**src/rtl/antirrebote_pkg.sv**
```systemverilog
// antirrebote_pkg
// Shared types and constants for the input debouncing stage that feeds
// the SumaProductos logic.
//   estado_t      : per-channel debouncer state (ESTABLE / VERIFICANDO)
//   cuenta_ancho  : width of the per-channel mismatch counter
//   ANCHO_DEF     : default number of input channels
//   CICLOS_DEF    : default number of consecutive mismatching cycles to accept
//   SYNC_ETAPAS_DEF : default synchroniser depth
package antirrebote_pkg;

  localparam int ANCHO_DEF       = 4;
  localparam int CICLOS_DEF      = 16;
  localparam int SYNC_ETAPAS_DEF = 2;

  typedef enum logic {
    ESTABLE     = 1'b0,
    VERIFICANDO = 1'b1
  } estado_t;

  // The counter must be able to hold the value CICLOS itself.
  function automatic int cuenta_ancho(input int ciclos);
    return $clog2(ciclos + 1);
  endfunction

endpackage

```
**src/rtl/antirrebote_entradas_if.sv**
```systemverilog
// antirrebote_entradas_if
// Bundles the data signals between the raw switch inputs, the debouncer and
// the downstream SumaProductos stage.
//   Crudo   : raw switch levels, asynchronous to the system clock
//   Entrada : debounced, registered word
//   Cambio  : one-cycle pulse when Entrada takes a new value
//   Subida  : per-bit rising-edge pulse of Entrada (zero unless the edge
//             detector is built in)
// The slave modport is the debouncer side; the master modport is the side
// that drives the raw inputs and consumes the conditioned word.
interface antirrebote_entradas_if
  import antirrebote_pkg::*;
#(
  parameter int ANCHO = ANCHO_DEF
);

  logic [ANCHO-1:0] Crudo;
  logic [ANCHO-1:0] Entrada;
  logic             Cambio;
  logic [ANCHO-1:0] Subida;

  modport master (
    output Crudo,
    input  Entrada,
    input  Cambio,
    input  Subida
  );

  modport slave (
    input  Crudo,
    output Entrada,
    output Cambio,
    output Subida
  );

endinterface

```
**src/rtl/antirrebote_canal.sv**
```systemverilog
// antirrebote_canal
// One debouncing channel: a SYNC_ETAPAS-deep synchroniser followed by a
// two-state FSM that only accepts a new level after CICLOS consecutive
// cycles of disagreement with the current debounced value.
//   clk    : system clock
//   reset  : asynchronous, active-high reset
//   crudo  : raw asynchronous input bit
//   valor  : debounced, registered bit
//   acepta : high during the cycle before the edge on which valor takes
//            a new value
module antirrebote_canal
  import antirrebote_pkg::*;
#(
  parameter int CICLOS      = CICLOS_DEF,
  parameter int SYNC_ETAPAS = SYNC_ETAPAS_DEF
) (
  input  logic clk,
  input  logic reset,
  input  logic crudo,
  output logic valor,
  output logic acepta
);

  localparam int             CW     = cuenta_ancho(CICLOS);
  localparam logic [CW-1:0]  LIMITE = CW'(CICLOS);

  logic [SYNC_ETAPAS-1:0] cadena;
  logic                   sinc;
  estado_t                estado;
  estado_t                estado_sig;
  logic [CW-1:0]          cuenta;
  logic [CW-1:0]          cuenta_sig;
  logic [CW-1:0]          cuenta_paso;
  logic                   valor_sig;

  // Synchroniser chain; the raw bit enters at index 0.
  always_ff @(posedge clk or posedge reset) begin
    if (reset) begin
      cadena <= '0;
    end else begin
      cadena <= {cadena[SYNC_ETAPAS-2:0], crudo};
    end
  end

  assign sinc = cadena[SYNC_ETAPAS-1];

  always_ff @(posedge clk or posedge reset) begin
    if (reset) begin
      estado <= ESTABLE;
      cuenta <= '0;
      valor  <= 1'b0;
    end else begin
      estado <= estado_sig;
      cuenta <= cuenta_sig;
      valor  <= valor_sig;
    end
  end

  // cuenta_paso is the length of the mismatch run including this cycle.
  // From ESTABLE that run starts at 1, which also covers CICLOS = 1.
  // Any agreement between sinc and valor discards the run.
  always_comb begin
    estado_sig  = estado;
    cuenta_sig  = '0;
    valor_sig   = valor;
    acepta      = 1'b0;
    cuenta_paso = (estado == VERIFICANDO) ? cuenta + CW'(1) : CW'(1);

    if (sinc == valor) begin
      estado_sig = ESTABLE;
    end else if (cuenta_paso == LIMITE) begin
      acepta     = 1'b1;
      valor_sig  = sinc;
      estado_sig = ESTABLE;
    end else begin
      estado_sig = VERIFICANDO;
      cuenta_sig = cuenta_paso;
    end
  end

endmodule

```
**src/rtl/antirrebote_entradas.sv**
```systemverilog
// antirrebote_entradas
// Input conditioning stage ahead of SumaProductos: synchronises and
// debounces ANCHO raw switch inputs independently and reports changes.
//   clk   : system clock
//   reset : asynchronous, active-high reset
//   bus   : antirrebote_entradas_if slave (Crudo in; Entrada, Cambio,
//           Subida out)
// Optional feature macro: ANTIRREBOTE_FLANCOS_EN builds the per-bit
// rising-edge register behind Subida; without it Subida is tied to zero.
module antirrebote_entradas
  import antirrebote_pkg::*;
#(
  parameter int ANCHO       = ANCHO_DEF,
  parameter int CICLOS      = CICLOS_DEF,
  parameter int SYNC_ETAPAS = SYNC_ETAPAS_DEF
) (
  input logic                   clk,
  input logic                   reset,
  antirrebote_entradas_if.slave bus
);

  logic [ANCHO-1:0] entrada;
  logic [ANCHO-1:0] acepta;
  logic             cambio;

  for (genvar i = 0; i < ANCHO; i++) begin : g_canal
    antirrebote_canal #(
      .CICLOS      (CICLOS),
      .SYNC_ETAPAS (SYNC_ETAPAS)
    ) u_canal (
      .clk    (clk),
      .reset  (reset),
      .crudo  (bus.Crudo[i]),
      .valor  (entrada[i]),
      .acepta (acepta[i])
    );
  end

  // Registered alongside Entrada, so the pulse lines up with the new word;
  // simultaneous acceptances collapse into one pulse.
  always_ff @(posedge clk or posedge reset) begin
    if (reset) begin
      cambio <= 1'b0;
    end else begin
      cambio <= |acepta;
    end
  end

  assign bus.Entrada = entrada;
  assign bus.Cambio  = cambio;

`ifdef ANTIRREBOTE_FLANCOS_EN
  logic [ANCHO-1:0] subida;

  // Accepting a channel whose current value is 0 means it goes to 1.
  always_ff @(posedge clk or posedge reset) begin
    if (reset) begin
      subida <= '0;
    end else begin
      subida <= acepta & ~entrada;
    end
  end

  assign bus.Subida = subida;
`else
  assign bus.Subida = '0;
`endif

endmodule
```
**src/flat_wrapper.sv**
```systemverilog
// flat-port wrapper written by rule: the top's interface ports become plain ports
module antirrebote_entradas_flat import antirrebote_pkg::*;
#(
  parameter int ANCHO       = ANCHO_DEF,
  parameter int CICLOS      = CICLOS_DEF,
  parameter int SYNC_ETAPAS = SYNC_ETAPAS_DEF
)
  (clk, reset, bus_Crudo, bus_Entrada, bus_Cambio, bus_Subida);
  antirrebote_entradas_if #(.ANCHO(ANCHO)) bus_i ();
  input logic clk;
  input logic reset;
  input wire logic [$bits(bus_i.Crudo)-1:0] bus_Crudo;
  output wire logic [$bits(bus_i.Entrada)-1:0] bus_Entrada;
  output wire logic [$bits(bus_i.Cambio)-1:0] bus_Cambio;
  output wire logic [$bits(bus_i.Subida)-1:0] bus_Subida;
  assign bus_i.Crudo = bus_Crudo;
  assign bus_Entrada = bus_i.Entrada;
  assign bus_Cambio = bus_i.Cambio;
  assign bus_Subida = bus_i.Subida;
  antirrebote_entradas #(.ANCHO(ANCHO), .CICLOS(CICLOS), .SYNC_ETAPAS(SYNC_ETAPAS)) u_core (.clk(clk), .reset(reset), .bus(bus_i));
endmodule
```
**config.mk**
```make
export PLATFORM = sky130hd
export DESIGN_NAME = antirrebote_entradas_flat
export DESIGN_NICKNAME = d
export VERILOG_FILES = /design/src/rtl/antirrebote_pkg.sv /design/src/rtl/antirrebote_entradas_if.sv /design/src/rtl/antirrebote_canal.sv /design/src/rtl/antirrebote_entradas.sv /design/src/flat_wrapper.sv
export SDC_FILE = /design/constraint.sdc
export NUM_CORES = 1
export LEC_CHECK = 0
export CAP_MARGIN = 20
export CORE_MARGIN = 5
export CORE_UTILIZATION = 40
export CTS_BUF_LIST = sky130_fd_sc_hd__clkbuf_4
export DETAILED_ROUTE_END_ITERATION = 6
export PLACE_DENSITY = 0.57
export SYNTH_ARGS = -nofsm -noshare
export SYNTH_HDL_FRONTEND = slang
export SYNTH_HIERARCHICAL = 1
export SYNTH_SLANG_ARGS = --single-unit
```
**constraint.sdc**
```tcl
create_clock -name clk -period 3.25 [get_ports clk]
set_input_delay 0.65 -clock clk [delete_from_list [all_inputs] [get_ports clk]]
set_output_delay 0.65 -clock clk [all_outputs]
set_load 0.05 [all_outputs]
```
==> results.json <==
{
  "ctsHoldBuffers": 0,
  "required_ns": 2.60,
  "status": "finished clean",
  "grt_pass1_vias": 1042,
  "p_leak_nw": 0.934,
  "multi_input_area_sq_um": 738,
  "yosysTopAreaCell": "dfrtp_1",
  "port_buffers": 10,
  "drtIter0Drc": 24,
  "timing.final.max_slew_violations": 0,
  "synth.ff_latch_count": 37,
  "layoutNonFillerInstCount": 211,
  "die_w_um": 75.2,
  "yosysSeqAreaShare_pct": 54.4,
  "cts_buffers": 5,
  "hold_viol": 0,
  "synth-warning-count": 6,
  "synth_flop_cell": "dfrtp_1",
  "nNetsFinal": 170,
  "final_cell_area_sq_um": 1900,
  "setup_viol": 0,
  "final_util_pct": 46.7,
  "cts-root-buf": "clkbuf_4",
  "ir_worst_vdd_v": 0.000248,
  "slew_headroom_pct": 66.6,
  "yosysUniqueCellTypes": 19,
  "dp.cells": 203,
  "synth_edf_count": 0,
  "whs_ns": 0.358,
  "rows": 23,
  "cts_resized": 0,
  "h-tree-depth": 2,
  "viasPerCell": 4.85,
  "crit_family": "buffers and inverters",
  "finalCritPeriodShare_pct": 68.9,
  "cts_setup_buffers": 0,
  "place_ws_ns": 1.31,
  "clock_skew_ns": 0.0120,
  "power_density_nw_per_um2": 402,
  "via_count": 1023,
  "critPathKind": "reg -> out",
  "cp_max_fo": 4,
  "postRouteAntennaNets": 0,
  "first_pass_iters": 4,
  "hpwlAfterDp_um": 1990,
  "avgSynthCellArea_sq_um": 11.8,
  "grt_pass1_wl_um": 4570,
  "grt_max_degree": 12,
  "die-area_sq_um": 5660,
  "yosysMostFrequentCell": "dfrtp_1",
  "hold_path_class": "reg -> reg",
  "period_minus_slack_ns": 2.24,
  "end_kind": "output pin",
  "clockBufferDepth": 2,
  "wire_per_inst_um": 12.0,
  "synthesis.area_sq_um": 1700,
  "initial_core_util_pct": 41.9,
  "wirelength_um": 2530,
  "place_area_sq_um": 1850,
  "path_buf_inv": 1,
  "gp_congestion": 0.794,
  "synthCells": 144,
  "dieHeight_um": 75.2,
  "worst_pin_slew_ns": 0.499,
  "synth_top_area_share_pct": 54.4,
  "cts_tree": "done",
  "grt_util_all_layers_pct": 10.8,
  "maxCapViolations": 0,
  "grt.overflow.total": 0,
  "core_area_sq_um": 4060,
  "setup_slack_ns": 1.01,
  "clkLatencyLatePin_ns": 0.33,
  "setup_tns_ns": 0,
  "antenna_cells": 0,
  "async_reset_ff_share_pct": 100,
  "cp_slowest_stage_delay_ns": 0.83,
  "clock.fmax_mhz": 447,
  "seqCellArea_sq_um": 926,
  "clock_sinks": 37,
  "worstPathArrival_ns": 1.59,
  "cpMaxStageDelayCell": "clkdlybuf4s50_1",
  "synth_area_leaders": "dfrtp_1 54%, xor2_1 6.2%, mux2i_4 5.3%, nand3_2 4.7%, and3_1 4.4%",
  "synth.cells.most_frequent": "37 x dfrtp_1, 16 x nand2_1, 12 x and3_1, 12 x xor2_1",
  "rsz0062_at_grt": "false",
  "crit_chain": "clkdlybuf4s50_1",
  "ios": 15,
  "nFillCells": 366,
  "drc": 0,
  "start_kind": "register",
  "syn_to_final_growth_pct": 11.4,
  "total_power_mw": 0.763,
  "clk_pin_slew_ns": 0.11,
  "drive_gt1_share_pct": 13.7,
  "antenna_found_initial": 0
}
## routing by layer
layer  wire length [um]  track usage (%)  share of wire (%)
met4                 36             3.50                1.4
met3                163             4.54                6.5
met2               1230             17.5                 49
met5                  0                0                  0
met1               1100             12.9                 43
## cell families (layout without fill, tap and decap cells)
| family | after synthesis | in the layout | synth area share, % |
|---|---|---|---|
| other | 1 | 4 | 0.220 |
| AO/OA/AOI/OAI | 8 | 8 | 2.35 |
| buffers and inverters | 9 | 23 | 2.87 |
| XOR/XNOR | 16 | 16 | 8.24 |
| AND/OR/NAND/NOR | 61 | 61 | 20.1 |
| multiplexers | 8 | 8 | 8.82 |
| adder cells (fa/ha/maj) | 4 | 4 | 2.94 |
| flip-flops | 37 | 37 | 54.4 |
## flip-flops by register name, summed over array words and instances (netlist names)
signal and cells:
u_core/g_canal.u_canal/cuenta 20, u_core/g_canal.u_canal/cadena 8, u_core/g_canal.u_canal/estado 4, u_core/g_canal.u_canal/valor 4, u_core/bus.Cambio 1
## power by group
| part | total (mW) | internal (mW) | switching (mW) |
|---|---|---|---|
| clock | 0.217 | 0.0782 | 0.139 |
| sequential | 0.488 | 0.474 | 0.0135 |
| combinational | 0.0582 | 0.0200 | 0.0382 |
## cells in the final DEF (no fill, tap or decap), types with 5 or more instances in the layout
| cell type | n |
|---|---|
| nor2_1 | 8 |
| dfrtp_1 | 37 |
| a21oi_1 | 8 |
| nand3_2 | 8 |
| clkdlybuf4s50_1 | 10 |
| inv_1 | 5 |
| and3_1 | 12 |
| clkbuf_4 | 5 |
| nand2_1 | 16 |
| xor2_1 | 12 |
## area by class of cell
type | count | area share, %
sequential | 37 | 48.8
multi-input combinational | 101 | 38.9
timing repair buffer | 10 | 5.28
tap | 50 | 3.30
clock buffer | 5 | 1.98
inverter | 5 | 0.990
clock inverter | 3 | 0.660
## final timing paths
kind	startpoint	end	slack, ns	cells past startpoint
hold / removal	u_core/g_canal[1].u_canal/cadena[0]	u_core/g_canal[1].u_canal/cadena[1]	0.36	0
setup / recovery	u_core/g_canal[3].u_canal/valor	bus_Entrada[3]	1.01	1
setup reg to reg	u_core/g_canal[1].u_canal/cuenta[0]	u_core/bus.Cambio	1.29	6
min in group asynchronous	reset	u_core/bus.Cambio	0.59	2
hold reg to reg	u_core/g_canal[1].u_canal/cadena[0]	u_core/g_canal[1].u_canal/cadena[1]	0.36	0
max in group asynchronous	reset	u_core/g_canal[1].u_canal/valor	2.26	2
No activity file was read; power rests on OpenSTA's default activity.
